`config.mk`:
```
export PLATFORM = sky130hd
export DESIGN_NAME = rxdeframe
export DESIGN_NICKNAME = d
export VERILOG_FILES = /design/src/rtl/rxdeframe.sv
export SDC_FILE = /design/constraint.sdc
export NUM_CORES = 1
export LEC_CHECK = 0
export BUFFER_PORTS_ARGS = -buffer_cell sky130_fd_sc_hd__buf_2
export CAP_MARGIN = 10
export CORE_ASPECT_RATIO = 1.25
export CORE_UTILIZATION = 60
export CTS_BUF_LIST = sky130_fd_sc_hd__clkbuf_4
export DETAILED_ROUTE_END_ITERATION = 16
export PLACE_DENSITY = 0.88
export SYNTH_ARGS = -nofsm -noshare
export SYNTH_HDL_FRONTEND = slang
export SYNTH_SLANG_ARGS = --single-unit
export TNS_END_PERCENT = 10
```
`constraint.sdc`:
```
create_clock -name i_Pclk -period 2.8 [get_ports i_Pclk]
set_input_delay 0.14 -clock i_Pclk [delete_from_list [all_inputs] [get_ports i_Pclk]]
set_output_delay 0.14 -clock i_Pclk [all_outputs]
set_load 0.1 [all_outputs]
```
`src/rtl/rxdeframe.sv`:
```
// Serial receive deframer: oversampled 2-of-3 bit voting, optional parity, one or
// two stop bits, and a one-entry holding register with a read handshake.
module rxdeframe #(
  parameter int DATA_BITS  = 8,
  parameter int OVERSAMPLE = 16
) (
  input  logic                 i_Pclk,
  input  logic                 i_Rst,
  input  logic                 i_Bclk,
  input  logic                 i_Rx_Serial,
  input  logic                 i_Parity_En,
  input  logic                 i_Parity_Odd,
  input  logic                 i_Stop2,
  input  logic                 i_Read,
  output logic [DATA_BITS-1:0] o_Data,
  output logic                 o_Valid,
  output logic                 o_Parity_Err,
  output logic                 o_Frame_Err,
  output logic                 o_Overrun
);

  localparam int CW = $clog2(OVERSAMPLE);
  localparam int BW = $clog2(DATA_BITS + 1);

  typedef enum logic [2:0] {
    IDLE   = 3'd0,
    START  = 3'd1,
    DATA   = 3'd2,
    PARITY = 3'd3,
    STOP1  = 3'd4,
    STOP2  = 3'd5
  } state_t;

  function automatic logic maj3(input logic a, input logic b, input logic c);
    return (a & b) | (a & c) | (b & c);
  endfunction

  state_t                 state_q;
  logic                   rx_meta_q, rx_sync_q, rx_s;
  logic [CW-1:0]          cnt_q, cnt_d;
  logic [BW-1:0]          bit_cnt_q;
  logic                   smp0_q, smp1_q;
  logic [DATA_BITS-1:0]   shreg_q;
  logic                   xor_q, perr_q, ferr_q;
  logic                   par_en_q, par_odd_q, stop2_q;
  logic                   samp0_s, samp1_s, vote_tick_s, end_tick_s, vote_s;
  logic                   done_s, done_ferr_s;
  logic [DATA_BITS-1:0]   data_q;
  logic                   valid_q, perr_out_q, ferr_out_q, ovr_q;

  assign rx_s = rx_sync_q;

  // Tick position within the current bit, vote, and frame-completion decode
  always_comb begin
    cnt_d       = (cnt_q == CW'(OVERSAMPLE - 1)) ? '0 : cnt_q + CW'(1);
    samp0_s     = i_Bclk && (cnt_d == CW'(OVERSAMPLE / 2 - 1));
    samp1_s     = i_Bclk && (cnt_d == CW'(OVERSAMPLE / 2));
    vote_tick_s = i_Bclk && (cnt_d == CW'(OVERSAMPLE / 2 + 1));
    end_tick_s  = i_Bclk && (cnt_d == CW'(OVERSAMPLE - 1));
    vote_s      = maj3(smp0_q, smp1_q, rx_s);
    done_s      = 1'b0;
    done_ferr_s = 1'b0;
    case (state_q)
      STOP1: begin
        if (vote_tick_s && !stop2_q) begin
          done_s      = 1'b1;
          done_ferr_s = !vote_s;
        end else begin
          done_s      = 1'b0;
        end
      end
      STOP2: begin
        if (vote_tick_s) begin
          done_s      = 1'b1;
          done_ferr_s = ferr_q | !vote_s;
        end else begin
          done_s      = 1'b0;
        end
      end
      default: begin
        done_s      = 1'b0;
        done_ferr_s = 1'b0;
      end
    endcase
  end

  // Synchroniser and deframing FSM
  always_ff @(posedge i_Pclk) begin
    if (i_Rst) begin
      state_q   <= IDLE;
      rx_meta_q <= 1'b1;
      rx_sync_q <= 1'b1;
      cnt_q     <= '0;
      bit_cnt_q <= '0;
      smp0_q    <= 1'b1;
      smp1_q    <= 1'b1;
      shreg_q   <= '0;
      xor_q     <= 1'b0;
      perr_q    <= 1'b0;
      ferr_q    <= 1'b0;
      par_en_q  <= 1'b0;
      par_odd_q <= 1'b0;
      stop2_q   <= 1'b0;
    end else begin
      rx_meta_q <= i_Rx_Serial;
      rx_sync_q <= rx_meta_q;
      if (state_q != IDLE && i_Bclk) cnt_q <= cnt_d;
      if (samp0_s) smp0_q <= rx_s;
      if (samp1_s) smp1_q <= rx_s;
      case (state_q)
        IDLE: begin
          if (i_Bclk && !rx_s) begin
            par_en_q  <= i_Parity_En;
            par_odd_q <= i_Parity_Odd;
            stop2_q   <= i_Stop2;
            cnt_q     <= '0;
            state_q   <= START;
          end
        end
        START: begin
          if (vote_tick_s && vote_s) begin
            state_q <= IDLE;
          end else if (end_tick_s) begin
            bit_cnt_q <= '0;
            xor_q     <= 1'b0;
            perr_q    <= 1'b0;
            state_q   <= DATA;
          end
        end
        DATA: begin
          if (vote_tick_s) begin
            shreg_q <= {vote_s, shreg_q[DATA_BITS-1:1]};
            xor_q   <= xor_q ^ vote_s;
          end
          if (end_tick_s) begin
            if (bit_cnt_q == BW'(DATA_BITS - 1)) begin
              state_q <= par_en_q ? PARITY : STOP1;
            end else begin
              bit_cnt_q <= bit_cnt_q + BW'(1);
            end
          end
        end
        PARITY: begin
          if (vote_tick_s) perr_q <= ((xor_q ^ vote_s) != par_odd_q);
          if (end_tick_s) state_q <= STOP1;
        end
        STOP1: begin
          // Single stop bit returns at the vote so back-to-back frames resync
          if (vote_tick_s) begin
            ferr_q <= !vote_s;
            if (!stop2_q) state_q <= IDLE;
          end else if (end_tick_s && stop2_q) begin
            state_q <= STOP2;
          end
        end
        STOP2: begin
          if (vote_tick_s) state_q <= IDLE;
        end
        default: state_q <= IDLE;
      endcase
    end
  end

  // Holding register; a read in the completion cycle frees the slot first
  always_ff @(posedge i_Pclk) begin
    if (i_Rst) begin
      data_q     <= '0;
      valid_q    <= 1'b0;
      perr_out_q <= 1'b0;
      ferr_out_q <= 1'b0;
      ovr_q      <= 1'b0;
    end else if (done_s) begin
      if (!valid_q || i_Read) begin
        data_q     <= shreg_q;
        valid_q    <= 1'b1;
        perr_out_q <= perr_q;
        ferr_out_q <= done_ferr_s;
        ovr_q      <= 1'b0;
      end else begin
        ovr_q      <= 1'b1;
      end
    end else if (i_Read && valid_q) begin
      valid_q    <= 1'b0;
      perr_out_q <= 1'b0;
      ferr_out_q <= 1'b0;
      ovr_q      <= 1'b0;
    end
  end

  assign o_Data       = data_q;
  assign o_Valid      = valid_q;
  assign o_Parity_Err = perr_out_q;
  assign o_Frame_Err  = ferr_out_q;
  assign o_Overrun    = ovr_q;

endmodule

```
# Yosys cells after proc, flatten, opt, wreduce, memory -nomap -nowiden
# Index checks and enable logic that the tools add are counted.
[op_classes] eq_ne=26 bitwise_logic=7 n_mux=42 n_reduce_logical=29 add_sub_neg=2
[op_table] op="$mux W3" n=11
[op_table] op="$mux W4" n=8
[op_table] op="$ne A2 B2 Y1 const B" n=10
[op_table] op="$pmux W3 S6" n=1
[op_table] op="$mux W1" n=17
[op_table] op="$eq A4 B4 Y1 const B" n=4
[op_table] op="$logic_and A1 B1 Y1" n=10
[op_table] op="$reduce_and A2 Y1" n=5
[op_table] op="$ne A3 B3 Y1 const B" n=3
[op_table] op="$add A4 B1 Y4 const B" n=2
[op_table] op="$eq A4 B3 Y1 const B" n=2
[op_table] op="$pmux W1 S2" n=4
[op_table] op="$pmux W4 S2" n=1
[op_table] op="$reduce_and A4 Y1" n=2
[op_table] op="$reduce_and A8 Y1" n=1
[op_table] op="$eq A3 B2 Y1 const B" n=2
[op_table] op="$eq A3 B3 Y1 const B" n=2
[op_table] op="$reduce_bool A2 Y1" n=3
[op_table] op="$reduce_and A5 Y1" n=1
[op_table] op="$logic_not A1 Y1" n=4
[op_table] op="$and A1 B1 Y1" n=3
[op_table] op="$eq A3 B1 Y1 const B" n=1
[op_table] op="$logic_not A3 Y1" n=1
[op_table] op="$or A1 B1 Y1" n=3
[op_table] op="other kinds (5)" n=5
[totals] ff_bits=41 out_inout_bits=12 word_cells=125

# Logic depth before layout (Yosys ltp)
[depth] word_depth=9 ltp_mapped=9 ltp_nobuf=8

# Worst setup path before layout
# No wires, ideal clock.
[synth_timing] path_type="reg-to-reg" start="reg cnt_q[1]" end="reg bit_cnt_q[3]" path_buffers=1 setup_slack_ns=0.700 setup_ns=0.070 t_required_ns=2.730 stages_incl_launch_ff=9 t_arrival_ns=2.030 cell_sequence="dfxtp_1 -> ha_1 -> buf_6 -> xor2_1 -> nand3_1 -> nor2_1 -> o21ai_2 -> or4_1 -> a21oi_1"
[synth_via] elab_chain_cells=7 elab_cells_between_ends=12
[synth_lines] item="from (decl)" line="40" source="logic [CW-1:0] cnt_q, cnt_d;"
[synth_lines] item="from (signal assigned)" line="107" source="if (state_q != IDLE && i_Bclk) cnt_q <= cnt_d;"
[synth_lines] item="$add A4 B1 Y4 or $eq A4 B4 Y1 (tied branches)" line="55" source="cnt_d = (cnt_q == CW'(OVERSAMPLE - 1)) ? '0 : cnt_q + CW'(1);"
[synth_lines] item="$mux W4 (*)" line="55"
[synth_lines] item="$eq A4 B4 Y1" line="58" source="vote_tick_s = i_Bclk && (cnt_d == CW'(OVERSAMPLE / 2 + 1));"
[synth_lines] item="$logic_and A1 B1 Y1" line="58"
[synth_lines] item="$logic_and A1 B1 Y1" line="121" source="if (vote_tick_s && vote_s) begin"
[synth_lines] item="$ne A2 B2 Y1 (no line)"
[synth_lines] item="$reduce_and A5 Y1 (no line) (*)"
[synth_lines] item="to (signal assigned)" line="139" source="bit_cnt_q <= bit_cnt_q + BW'(1);"
[synth_lines] item="to (decl)" line="41" source="logic [BW-1:0] bit_cnt_q;"
# Every way passes the cells marked *; elsewhere a longest branch is shown, timed or not.
# A chain may end at the register's enable or synchronous reset.

# Worst setup path in the final report
[layout_timing] start="reg cnt_q[1]" end="reg data_q[3], in the netlist o_Data[3]"
[layout_via] elab_chain_cells=8 elab_cells_between_ends=10
[layout_lines] item="$add A4 B1 Y4 or $eq A4 B4 Y1 (tied branches)" line="55"
[layout_lines] item="$mux W4 (*)" line="55"
[layout_lines] item="$eq A4 B4 Y1 (*)" line="58"
[layout_lines] item="$logic_and A1 B1 Y1 (*)" line="58"
[layout_lines] item="$logic_and A1 B1 Y1" line="65" source="if (vote_tick_s && !stop2_q) begin"
[layout_lines] item="$mux W1" line="65"
[layout_lines] item="$pmux W1 S2 (*)" line="63" source="case (state_q)"
[layout_lines] item="$reduce_and A2 Y1 (no line) (*)"
[layout_lines] item="to (signal assigned)" line="174" source="data_q <= shreg_q;"
[layout_lines] item="to (decl)" line="48" source="logic [DATA_BITS-1:0] data_q;"
# Marks and branches as above.

==> impl_metrics.toml <==
[finish]
drive_gt1_share_pct = 17.76
diodes = 0
stdcell_count = 296
nets = 271
synthToLayoutAreaGrowth_pct = 9.317
fillers = 259
fin_util_pct = 70.25

[sta]
slew_headroom_pct = 54.97
tns_ns = 0
hold_viol = 0
clock.fmax_ghz = 0.3906
drv_slew = 0
period_share_pct = 91.43
tightest_slew_ns = 0.6754
skew_ns = 0.007390
whs_ns = 0.01846
rsz0062_at_grt = "no"
setup_violations = 0
finalCriticalPeriod_ns = 2.560

[clock_network]
htreeDepth = 2
clk_latency_ns = 0.35
cts_max_path_buffers = 2
cts_tree = "yes"
cts_root_buffer = "clkbuf_4"
cts-resized-gates = 0
cts_setup_buffers = 0
path_clk_slew_ns = 0.13
cts_made_buffers = 5
clock_sinks = 41

[worst_setup_path]
path_class = "reg2reg"
worstPathRequired_ns = 3.03
crit_chain = "ha_1, nand3_1, o22a_2, nor3_2, nand2_2, mux2i_1, nor2_1"
critPathMaxStageDelay_ns = 0.53
startpoint_type = "register"
cp_max_fo = 9
cp_slowest_cell = "dfxtp_1"
crit_arrival_ns = 2.79
end_kind = "register"

[floorplanning]
initial_utilization_pct = 64.26
rows = 23
core_um2 = 3281
ioPinCount = 20
chipHeight_um = 68.28
die_x_um = 55.02
die-area_um2 = 3756

[power_and_ir_drop]
power.leakage_nw = 0.9614
p_per_area_nw_per_um2 = 517.9
peakVddDrop_mv = 0.4230

[route]
via_per_inst = 6.041
wl_per_cell_um = 15.12
dr.pass1.iters = 4
route.detailed.drc = 0
m1WireLength_mm = 2.023
routed_wl_mm = 4.476
initialDrtViolationCount = 78
top_layer = "met4"
final_antenna_net_count = 0
met2WireLength_mm = 2.216
routed-via-count = 1788
dr_wl_met3_um = 144

[yosys]
synth_top_flop_cell = "dfxtp_1"
syn_area_um2 = 2108
ys_async_sr_fraction_pct = 0
synth_area_leaders = "dfxtp_1 39%, a21oi_1 5.9%, mux2i_1 5.2%, nor2_1 4.1%, nand2_1 3.4%"
syn-num-nets = 252
synthCells = 239
synth_edf_count = 0
synth_top_area_share_pct = 38.93
synth_area_leader_cell = "dfxtp_1"
ys_ff_latch = 41
yosysMostFrequentCell = "dfxtp_1"
synth_warnings = 0
synth_cell_types = 55
seq_area_frac_synth_pct = 38.93
syn_area_per_cell_um2 = 8.821
synthTopCellsByCount = "41 x dfxtp_1, 25 x a21oi_1, 23 x nor2_1, 19 x nand2_1, 13 x nand3_1"

[outcome]
status = "finished, final reports clean"

[global_route]
grt_max_degree = 40
antenna_found_initial = 0
grt_first_pass_wirelength_mm = 7.272
overflow = 0
grt_pass1_vias = 1632
grtUsageTotal_pct = 26.95

[flow_run]
drv_cap = 0

[placed_design]
port_buffers = 19
place_inst = 287
gp_congestion = 0.8337
place_hpwl_mm = 3.085

[min_path]
hp-class = "in2reg"
-- layout make-up --
class                   count  area, um2  area share [%]
inverters                   6      22.52          0.9772
multi-input cells         180       1199           52.01
well taps                  37      46.29           2.009
repair buffers             24      135.1           5.863
clock inverters             3      43.79           1.900
clock buffers               5      37.54           1.629
flip-flops and latches     41      820.8           35.61
-- per-layer routing --
layer / vias up / track usage [%]
met4: 0 / 12.50
met2: 34 / 44.58
met1: 842 / 32.74
li1: 904 / -
met3: 8 / 5.333
met5: - / 0
-- registers in the layout (all words and copies together), names as in the netlist --
name and count:
bit_cnt_q 4, cnt_q 4, ferr_q 1, o_Data 8
o_Frame_Err 1, o_Overrun 1, o_Parity_Err 1, o_Valid 1
par_en_q 1, par_odd_q 1, perr_q 1, rx_meta_q 1
rx_s 1, shreg_q 8, smp0_q 1, smp1_q 1
state_q 3, stop2_q 1, xor_q 1
-- cell usage in the layout (no fill, tap or decap), types with 6 or more instances in the layout --
cell type and n:
dfxtp_1 41, a21oi_1 25, nor2_1 23, nand2_1 19
buf_2 19, nand3_1 13, o21ai_0 11, mux2i_1 11
nor2b_1 7, nand2b_1 7, inv_1 6
-- worst max-delay path: cells and delay by family (launching register included) --
kind / cells / cell delay, ns
multiplexers: 1 / 0.22
flip-flops: 1 / 0.53
AND/OR/NAND/NOR: 4 / 0.89
adder cells (fa/ha/maj): 1 / 0.47
AO/OA/AOI/OAI: 1 / 0.33
-- worst paths after layout --
check               from  cells after the start  slack, ns        end
min          i_Parity_En                      3       0.02   par_en_q
min reg2reg    rx_meta_q                      1       0.43       rx_s
max             cnt_q[1]                      7       0.24  o_Data[3]
max reg2reg     cnt_q[1]                      7       0.24  o_Data[3]
-- repair_timing --
action                     CTS  global route
hold endpoints to repair     1             0
hold buffers                 1             0
setup endpoints to repair    0             0
-- logic make-up (layout without fill, tap and decap cells) --
| family | after synthesis | count (layout) | share of synthesized area [%] |
|---|---|---|---|
| XOR/XNOR | 3 | 3 | 1.247 |
| multiplexers | 11 | 11 | 5.223 |
| buffers and inverters | 18 | 38 | 4.214 |
| adder cells (fa/ha/maj) | 6 | 6 | 3.442 |
| AO/OA/AOI/OAI | 63 | 63 | 20.36 |
| AND/OR/NAND/NOR | 97 | 97 | 26.59 |
| flip-flops | 41 | 41 | 38.93 |
-- where the power goes --
group / internal (W) / switching (W)
registers: 0.000596 / 0.0000236
clock network: 0.000190 / 0.000205
logic: 0.0000716 / 0.000108
-- through the flow --
step | cell area, um2 | setup slack (ns) | power [W]
6_report | 2305 | 0.2399 | 0.001194
5_1_grt | 2305 | 0.05028 | 0.001236
4_1_cts | 2305 | 0.2344 | 0.001198
3_5_place_dp | 2213 | 0.2869 | 0.0008035
3_3_place_gp | 2213 | 0.4288 | 0.0008018
2_1_floorplan | 2108 | 0.6996 | 0.0007643
Power figures use the tool's default switching activity.
